$ cat src/rtl/seq_cmp_pkg.sv
// Shared types and sizing helpers for the sequential magnitude comparator.
package seq_cmp_pkg;

  typedef enum logic {
    IDLE = 1'b0,
    RUN  = 1'b1
  } state_t;

  typedef struct packed {
    logic gt;
    logic lt;
    logic eq;
  } cmp_result_t;

  function automatic int numDigits(input int width, input int digit);
    return width / digit;
  endfunction

  // Index register never collapses to zero bits, even for a single digit step.
  function automatic int idxWidth(input int n);
    return (n > 1) ? $clog2(n) : 1;
  endfunction

endpackage

$ cat src/rtl/cmp_digit.sv
// Combinational compare of one DIGIT-bit slice; exactly one result flag is set.
module cmp_digit
  import seq_cmp_pkg::*;
#(
  parameter int DIGIT = 4
) (
  input  logic [DIGIT-1:0] a,
  input  logic [DIGIT-1:0] b,
  output cmp_result_t      res
);

  always_comb begin
    res.gt = (a > b);
    res.lt = (a < b);
    res.eq = (a == b);
  end

endmodule

$ cat src/rtl/seq_magnitude_comparator.sv
// Multi-cycle MSB-first magnitude comparator, DIGIT bits per clock, signed/unsigned.
// Define SEQ_CMP_EARLY_EXIT_EN to finish on the first differing slice instead of after N steps.
module seq_magnitude_comparator
  import seq_cmp_pkg::*;
#(
  parameter int WIDTH = 16,
  parameter int DIGIT = 4
) (
  input  logic             clk,
  input  logic             rst_n,
  input  logic             start,
  input  logic             signed_mode,
  input  logic [WIDTH-1:0] a,
  input  logic [WIDTH-1:0] b,
  output logic             busy,
  output logic             done,
  output logic             gt,
  output logic             lt,
  output logic             eq
);

  localparam int N  = numDigits(WIDTH, DIGIT);
  localparam int IW = idxWidth(N);
  localparam logic [IW-1:0]    LAST_IDX = IW'(N - 1);
  localparam logic [WIDTH-1:0] MSB_MASK = WIDTH'(1) << (WIDTH - 1);

  if (DIGIT < 1 || DIGIT > WIDTH || (WIDTH % DIGIT) != 0) begin : gBadCfg
    $error("seq_magnitude_comparator: WIDTH must be a multiple of DIGIT, 1 <= DIGIT <= WIDTH");
  end

  state_t           state, stateNxt;
  logic [WIDTH-1:0] aSh, bSh;
  logic [IW-1:0]    idx;
  cmp_result_t      sliceRes, finalRes;
  logic             finish;
`ifndef SEQ_CMP_EARLY_EXIT_EN
  cmp_result_t      stickyRes;
  logic             decided;
`endif

  cmp_digit #(.DIGIT(DIGIT)) uDigit (
    .a  (aSh[WIDTH-1 -: DIGIT]),
    .b  (bSh[WIDTH-1 -: DIGIT]),
    .res(sliceRes)
  );

  always_ff @(posedge clk or negedge rst_n) begin
    if (!rst_n) state <= IDLE;
    else        state <= stateNxt;
  end

  always_comb begin
    stateNxt = state;
    finish   = 1'b0;
    finalRes = sliceRes;
    case (state)
      IDLE: if (start) stateNxt = RUN;
      RUN: begin
`ifdef SEQ_CMP_EARLY_EXIT_EN
        finish = !sliceRes.eq || (idx == '0);
`else
        // First differing slice decides; later slices only matter if all were equal so far.
        finish = (idx == '0);
        if (decided) finalRes = stickyRes;
`endif
        if (finish) stateNxt = IDLE;
      end
      default: stateNxt = IDLE;
    endcase
  end

  assign busy = (state == RUN);

  always_ff @(posedge clk or negedge rst_n) begin
    if (!rst_n) begin
      aSh  <= '0;
      bSh  <= '0;
      idx  <= '0;
      done <= 1'b0;
      gt   <= 1'b0;
      lt   <= 1'b0;
      eq   <= 1'b0;
`ifndef SEQ_CMP_EARLY_EXIT_EN
      stickyRes <= '0;
      decided   <= 1'b0;
`endif
    end else begin
      done <= 1'b0;
      if (state == IDLE && start) begin
        // Offset binary: flipping both sign bits makes an unsigned compare order signed values.
        aSh <= signed_mode ? (a ^ MSB_MASK) : a;
        bSh <= signed_mode ? (b ^ MSB_MASK) : b;
        idx <= LAST_IDX;
`ifndef SEQ_CMP_EARLY_EXIT_EN
        decided <= 1'b0;
`endif
      end else if (state == RUN) begin
        aSh <= aSh << DIGIT;
        bSh <= bSh << DIGIT;
        idx <= idx - 1'b1;
`ifndef SEQ_CMP_EARLY_EXIT_EN
        if (!decided && !sliceRes.eq) begin
          decided   <= 1'b1;
          stickyRes <= sliceRes;
        end
`endif
        if (finish) begin
          done <= 1'b1;
          gt   <= finalRes.gt;
          lt   <= finalRes.lt;
          eq   <= finalRes.eq;
        end
      end
    end
  end

endmodule
$ cat config.mk
export PLATFORM = sky130hd
export DESIGN_NAME = seq_magnitude_comparator
export DESIGN_NICKNAME = d
export VERILOG_FILES = /design/src/rtl/seq_cmp_pkg.sv /design/src/rtl/cmp_digit.sv /design/src/rtl/seq_magnitude_comparator.sv
export SDC_FILE = /design/constraint.sdc
export NUM_CORES = 1
export LEC_CHECK = 0
export ABC_CLOCK_PERIOD_IN_PS = 1500
export CAP_MARGIN = 0
export CORE_MARGIN = 2
export CORE_UTILIZATION = 50
export DETAILED_ROUTE_END_ITERATION = 6
export PLACE_DENSITY = 0.78
export SLEW_MARGIN = 20
export SYNTH_ARGS = -nofsm -noshare
export SYNTH_HDL_FRONTEND = slang
export SYNTH_SLANG_ARGS = --single-unit
$ cat constraint.sdc
create_clock -name clk -period 1.5 [get_ports clk]
set_input_delay 0.3 -clock clk [delete_from_list [all_inputs] [get_ports clk]]
set_output_delay 0.3 -clock clk [all_outputs]
set_load 0.05 [all_outputs]
Word-level counts from Yosys, hierarchy flattened
Cells that the tools add are included.

word-level totals
  register bits = 43
  word-level logic and storage cells = 49
  bits of input ports = 36
  output and inout bits = 5

cells by class
  bitwise gates (word level) = 4
  reductions and logical operators = 10
  order comparisons = 2
  mux-type cells = 19
  add/sub/neg operators = 1
  eq/ne operators = 1

operators by type and width
  kind                 count
  $mux 16              6
  $mux 1               9
  $reduce_and 3->1     2
  $eq 4x4->1           1
  $gt 4x4->1           1
  $lt 4x4->1           1
  $mux 2               2
  $not 1->1            4
  $reduce_bool 2->1    2
  $mux 3               1
  $logic_and 1x1->1    2
  $logic_not 1->1      2
  $logic_not 2->1      1
  $pmux 1 s2           1
  $reduce_and 2->1     1
  $sub 2x1->2 const B  1

Depth between registers and ports, before layout
Gate-level depths: netlist of the first run.

  word-level depth = 6
  mapped depth = 6
  mapped depth without buffers = 6

By module
A second synthesis of the first run with hierarchy kept.

unflattened totals
  cell total of the unflattened synthesis = 187
  area, all modules = 2062.0 sq um

by module, submodules not included
  module                    times used  area an instance (sq um)  cells an instance  seq. area each (sq um)
  seq_magnitude_comparator  1           1933.1                    171                1076.0
  cmp_digit                 1           128.9                     16                 0.0

Worst setup path before layout of the first run
OpenSTA, ideal clock, no wires.

  path type = flip-flop to flip-flop
  from = register state (netlist: busy)
  to = register stickyRes[2] (netlist name)
  setup slack = 0.065 ns
  data required time = 1.381 ns
  buffers on the path = 1
  clock period less this slack = 1.435 ns
  cell stages (with the launch flop) = 6
  library setup time = 0.119 ns
  arrival time = 1.317 ns
  path through = dfrtp_1 buf_4 inv_2 nor3b_4 nand3_1 o21a_1

between the ends
  word-level cells in the longest chain between the ends = 4

RTL lines
  what                                   RTL line                         text
  from (decl)                            seq_magnitude_comparator.sv:31   state_t state, stateNxt;
  from (signal assigned)                 seq_magnitude_comparator.sv:49   else state <= stateNxt;
  $not 1->1                              -
  $logic_and 1x1->1                      seq_magnitude_comparator.sv:89   if (state == IDLE && start) begin
  $not 1->1 (no source line)             -
  $reduce_and 3->1 (no source line) (*)  -
  to (signal assigned)                   seq_magnitude_comparator.sv:104  stickyRes <= sliceRes;
  to (decl)                              seq_magnitude_comparator.sv:37   cmp_result_t stickyRes;

Every way passes the cells marked *; elsewhere a longest branch is shown, timed or not.
A chain may end at the register's enable or synchronous reset.

Worst setup path after layout of the first run
  from = register aSh[13]
  to = register gt

between the ends
  word-level cells in the longest chain between the ends = 2

RTL lines
  what                    RTL line                         text
  from (decl)             seq_magnitude_comparator.sv:32   logic [WIDTH-1:0] aSh, bSh;
  from (signal assigned)  seq_magnitude_comparator.sv:91   aSh <= signed_mode ? (a ^ MSB_MASK) : a;
  from (signal assigned)  seq_magnitude_comparator.sv:98   aSh <= aSh << DIGIT;
  $gt 4x4->1              cmp_digit.sv:13                  res.gt = (a > b);
  $mux 3                  seq_magnitude_comparator.sv:64   if (decided) finalRes = stickyRes;
  to (signal assigned)    seq_magnitude_comparator.sv:109  gt <= finalRes.gt;
  to (decl)               seq_magnitude_comparator.sv:17   output logic gt,

No other way between the ends.

==> impl_metrics.yaml, run 1 <==
critical_path:
  cp_data_arrival_time_ps: 1660
  worstSetupEndpointType: "register"
  timing.reg2reg.worst_path_depth: 5
  worstSetupEndpoint: "gt$_DFFE_PN0P_"
  cp-start-kind: "register"
  worst-setup-path-type: "reg2reg"
  critical_path.reg2reg.startpoint: "aSh[13]$_DFFE_PN0P_"
  critical_path_fanouts_max: 2
  worst_r2r_endpoint: "gt$_DFFE_PN0P_"
  rrSetupSlack_ps: 30
  worstSetupStartpoint: "aSh[13]$_DFFE_PN0P_"
  required_ps: 1700
timing:
  finalCriticalPeriod_ps: 1470
  report.final.setup_viol: 0
  skew_ps: 10.9
  min_period_over_period_pct: 97.7
  max_slew_margin_pct: 74.1
  report.final.slew_viol_count: 0
  report.final.hold_viol_count: 0
  totalNegativeSetupSlack_ps: 0
  worst-slew-pin-transition_ps: 388
  clock.fmax_mhz: 682
  rsz_0062_raised_after_global_routing: "yes"
final_layout:
  num_antenna_cells: 0
  finished_cell_area_mm2: 0.00267
  layout_common_cells: "sky130_fd_sc_hd__dfrtp_1, sky130_fd_sc_hd__clkdlybuf4s50_1, sky130_fd_sc_hd__mux2i_1"
  nNetsFinal: 272
  area_delta_synth_final_pct: 34.4
  final_util_pct: 71.4
  layout_commonest_cell: "sky130_fd_sc_hd__dfrtp_1"
  final_cells: 280
  multi_input_logic_area_um2: 837
  fill_cell_total_of_the_finished_layout: 283
  seqCellArea_mm2: 0.00108
  drive_above_1_share_pct: 12.5
global_routing:
  grt_start_max_net_pins: 38
  track_usage_pct: 20.3
  initial_antenna_violation_count: 0
  grt_first_pass_wirelength_um: 6670
  global_route_total_overflow: 0
  use_met1_pct: 23.6
  first_global_vias: 1507
  grt_use_met2_pct: 36.1
  grt-busiest-layer: "met2"
  gr-usage-met3_pct: 4.05
route:
  drt_pass1_iterations: 4
  detailed_route_drc_error_count: 0
  initial_drc_count: 92
  routedWlPerCell_um: 14.5
  routed-via-count: 1474
  ant_nets: 0
  via_cell_ratio: 5.26
  wl_um: 4060
power_and_ir_drop:
  maximum_vdd_drop_v: 0.000830
  power.clock.fraction_pct: 21.7
  p_comb_share_pct: 38.7
  p_leak_uw: 0.00124
  p_sw_uw: 1710
  cellPowerDensity_mw_per_mm2: 1820
  finalPower_uw: 4880
  cellInternalPower_uw: 3160
  share_of_total_power_consumed_by_net_switching_pct: 35.2
  seqPwrFrac_pct: 39.6
floorplan:
  rows: 22
  die_height_um: 67.1
  die_x_um: 67.1
  initial_utilization_pct: 53.1
  die_area_mm2: 0.00450
  design.core.area_mm2: 0.00374
  ioPinCount: 41
synth:
  ys_warn_count: 0
  ys_types: 25
  synth-seq-cells: 43
  syn_area_per_cell_um2: 10.6
  syn_area_mm2: 0.00199
  share_of_synthesized_area_occupied_by_flip_flops_and_latches_pct: 54.1
  synth.net_count: 228
  syn-instance-count: 187
clocking:
  tritoncts_clock_tree: "done"
  numCtsBuffers: 5
  clkSinkCount: 43
  cts.htree.levels: 2
  clock_tree.buffer_depth: 2
  worst_skew_pair.late_latency_ps: 300
  clock_pin_slew_of_the_registers_on_the_worst_case_setup_and_hold_paths_ps: 90
  clockRootBuffer: "sky130_fd_sc_hd__clkbuf_8"
place:
  gpl.final_weighted_congestion: 0.893
  place_hpwl_um: 2960
  place_area_mm2: 0.00248
  place.port_buffers: 40
  placed_cell_count: 269
flow_run:
  maxCapViolations: 0
status:
  run_status: "complete, no violations"
min_path:
  hold_class: "in2async"
[registers in the layout, indices dropped and copies added (netlist names)]
signal / flops
stickyRes: 3
done: 1
busy: 1
eq: 1
lt: 1
idx: 2
decided: 1
bSh: 16
gt: 1
aSh: 16
[power by group through the flow]
stage / registers (uW) / clock network (uW) / logic [uW]
after floorplan: 1970 / 0 / 1060
after global placement: 1900 / 0 / 1660
after detailed placement: 1930 / 0 / 1760
after CTS: 1910 / 1080 / 1790
after global routing: 1980 / 1130 / 2080
final: 1930 / 1060 / 1890
[Yosys cell counts (all sizes together)]
| master | instances | share of area, % |
|---|---|---|
| o21ai | 29 | 7.3 |
| buf | 7 | 3.0 |
| a21oi | 5 | 1.3 |
| o21a | 2 | 0.75 |
| a22o | 1 | 0.44 |
| a2bb2oi | 1 | 0.44 |
| nand3 | 1 | 0.25 |
| nand4 | 1 | 0.31 |
| clkbuf | 4 | 0.75 |
| o211ai | 1 | 0.38 |
| ha | 5 | 3.1 |
| dfrtp | 43 | 54 |
| nor2 | 9 | 1.7 |
| nor2b | 3 | 0.94 |
| nand2 | 29 | 5.5 |
| nor3b | 1 | 0.94 |
| nor3 | 3 | 0.75 |
| mux2i | 30 | 15 |
| nand3b | 1 | 0.38 |
| inv | 9 | 1.7 |
| xnor2 | 2 | 0.88 |
[through the flow]
stage	hold slack [ps]	setup slack [ps]
floorplan	4.41	64.5
global placement	241	82.9
detailed placement	244	-18.3
CTS	458	-21.7
global route	471	-39.5
finish	447	34.7
[worst max-delay path, stage by stage (launching register included)]
cell,delay (ps)
sky130_fd_sc_hd__dfrtp_1,420
sky130_fd_sc_hd__ha_4,260
sky130_fd_sc_hd__nor2b_4,120
sky130_fd_sc_hd__o211ai_1,230
sky130_fd_sc_hd__nand3b_1,140
sky130_fd_sc_hd__a22o_1,190
[repair_timing]
item,CTS,global route
endpoints found under the setup margin,2,4
setup buffers,1,1
pin swaps,0,1
hold endpoints to repair,14,0
gates resized for setup,0,4
hold buffers,1,0
[cells by family (layout without fill, tap and decap cells)]
kind of cell	Yosys count	in the layout	share of synthesized area [%]
AOI/OAI and AO/OA	39	39	10.6
xor gates and xnor gates	2	2	0.881
adders and majority gates	5	5	3.15
buffers and inverters	20	65	5.41
DFF	43	43	54.1
muxes	30	30	15.1
and+or+nand+nor	48	48	10.8
[how the worst min path moves through the flow]
stage,start,to,slack (ps),cells after the start
6_report,rst_n,bSh[12]$_DFFE_PN0P_,450,2
5_1_grt,rst_n,bSh[12]$_DFFE_PN0P_,470,2
4_1_cts,rst_n,aSh[15]$_DFFE_PN0P_,460,2
3_5_place_dp,rst_n,bSh[14]$_DFFE_PN0P_,240,1
3_3_place_gp,rst_n,aSh[12]$_DFFE_PN0P_,240,1
2_1_floorplan,rst_n,aSh[0]$_DFFE_PN0P_,4,0
[routing by layer]
| metal | routed length [um] | vias to the layer above | part of all wire [%] |
|---|---|---|---|
| met5 | 0 | - | 0 |
| met4 | 40 | 0 | 0.99 |
| met3 | 203 | 5 | 5.0 |
| met2 | 2070 | 39 | 51 |
| met1 | 1740 | 709 | 43 |
| li1 | - | 721 | - |
[final cells by class]
type / instances / area share [%]
Clock inverter: 3 / 2.53
Multi-Input combinational cell: 124 / 31.3
Inverter: 9 / 1.26
Tap cell: 48 / 2.25
Sequential cell: 43 / 40.3
Clock buffer: 5 / 2.57
Timing Repair Buffer: 48 / 19.8
Power figures use the tool's default switching activity.
==> run 2: changes to the inputs <==
ABC_CLOCK_PERIOD_IN_PS = unset   (was 1500)
==> results of run 2 <==
The final DEF is identical to that of run 1; final timing and power are the same.
==> run 3: changes to the inputs <==
CTS_CLUSTER_SIZE = 10   (was unset)
==> results of run 3 <==
The final DEF is identical to that of run 1; final timing and power are the same.
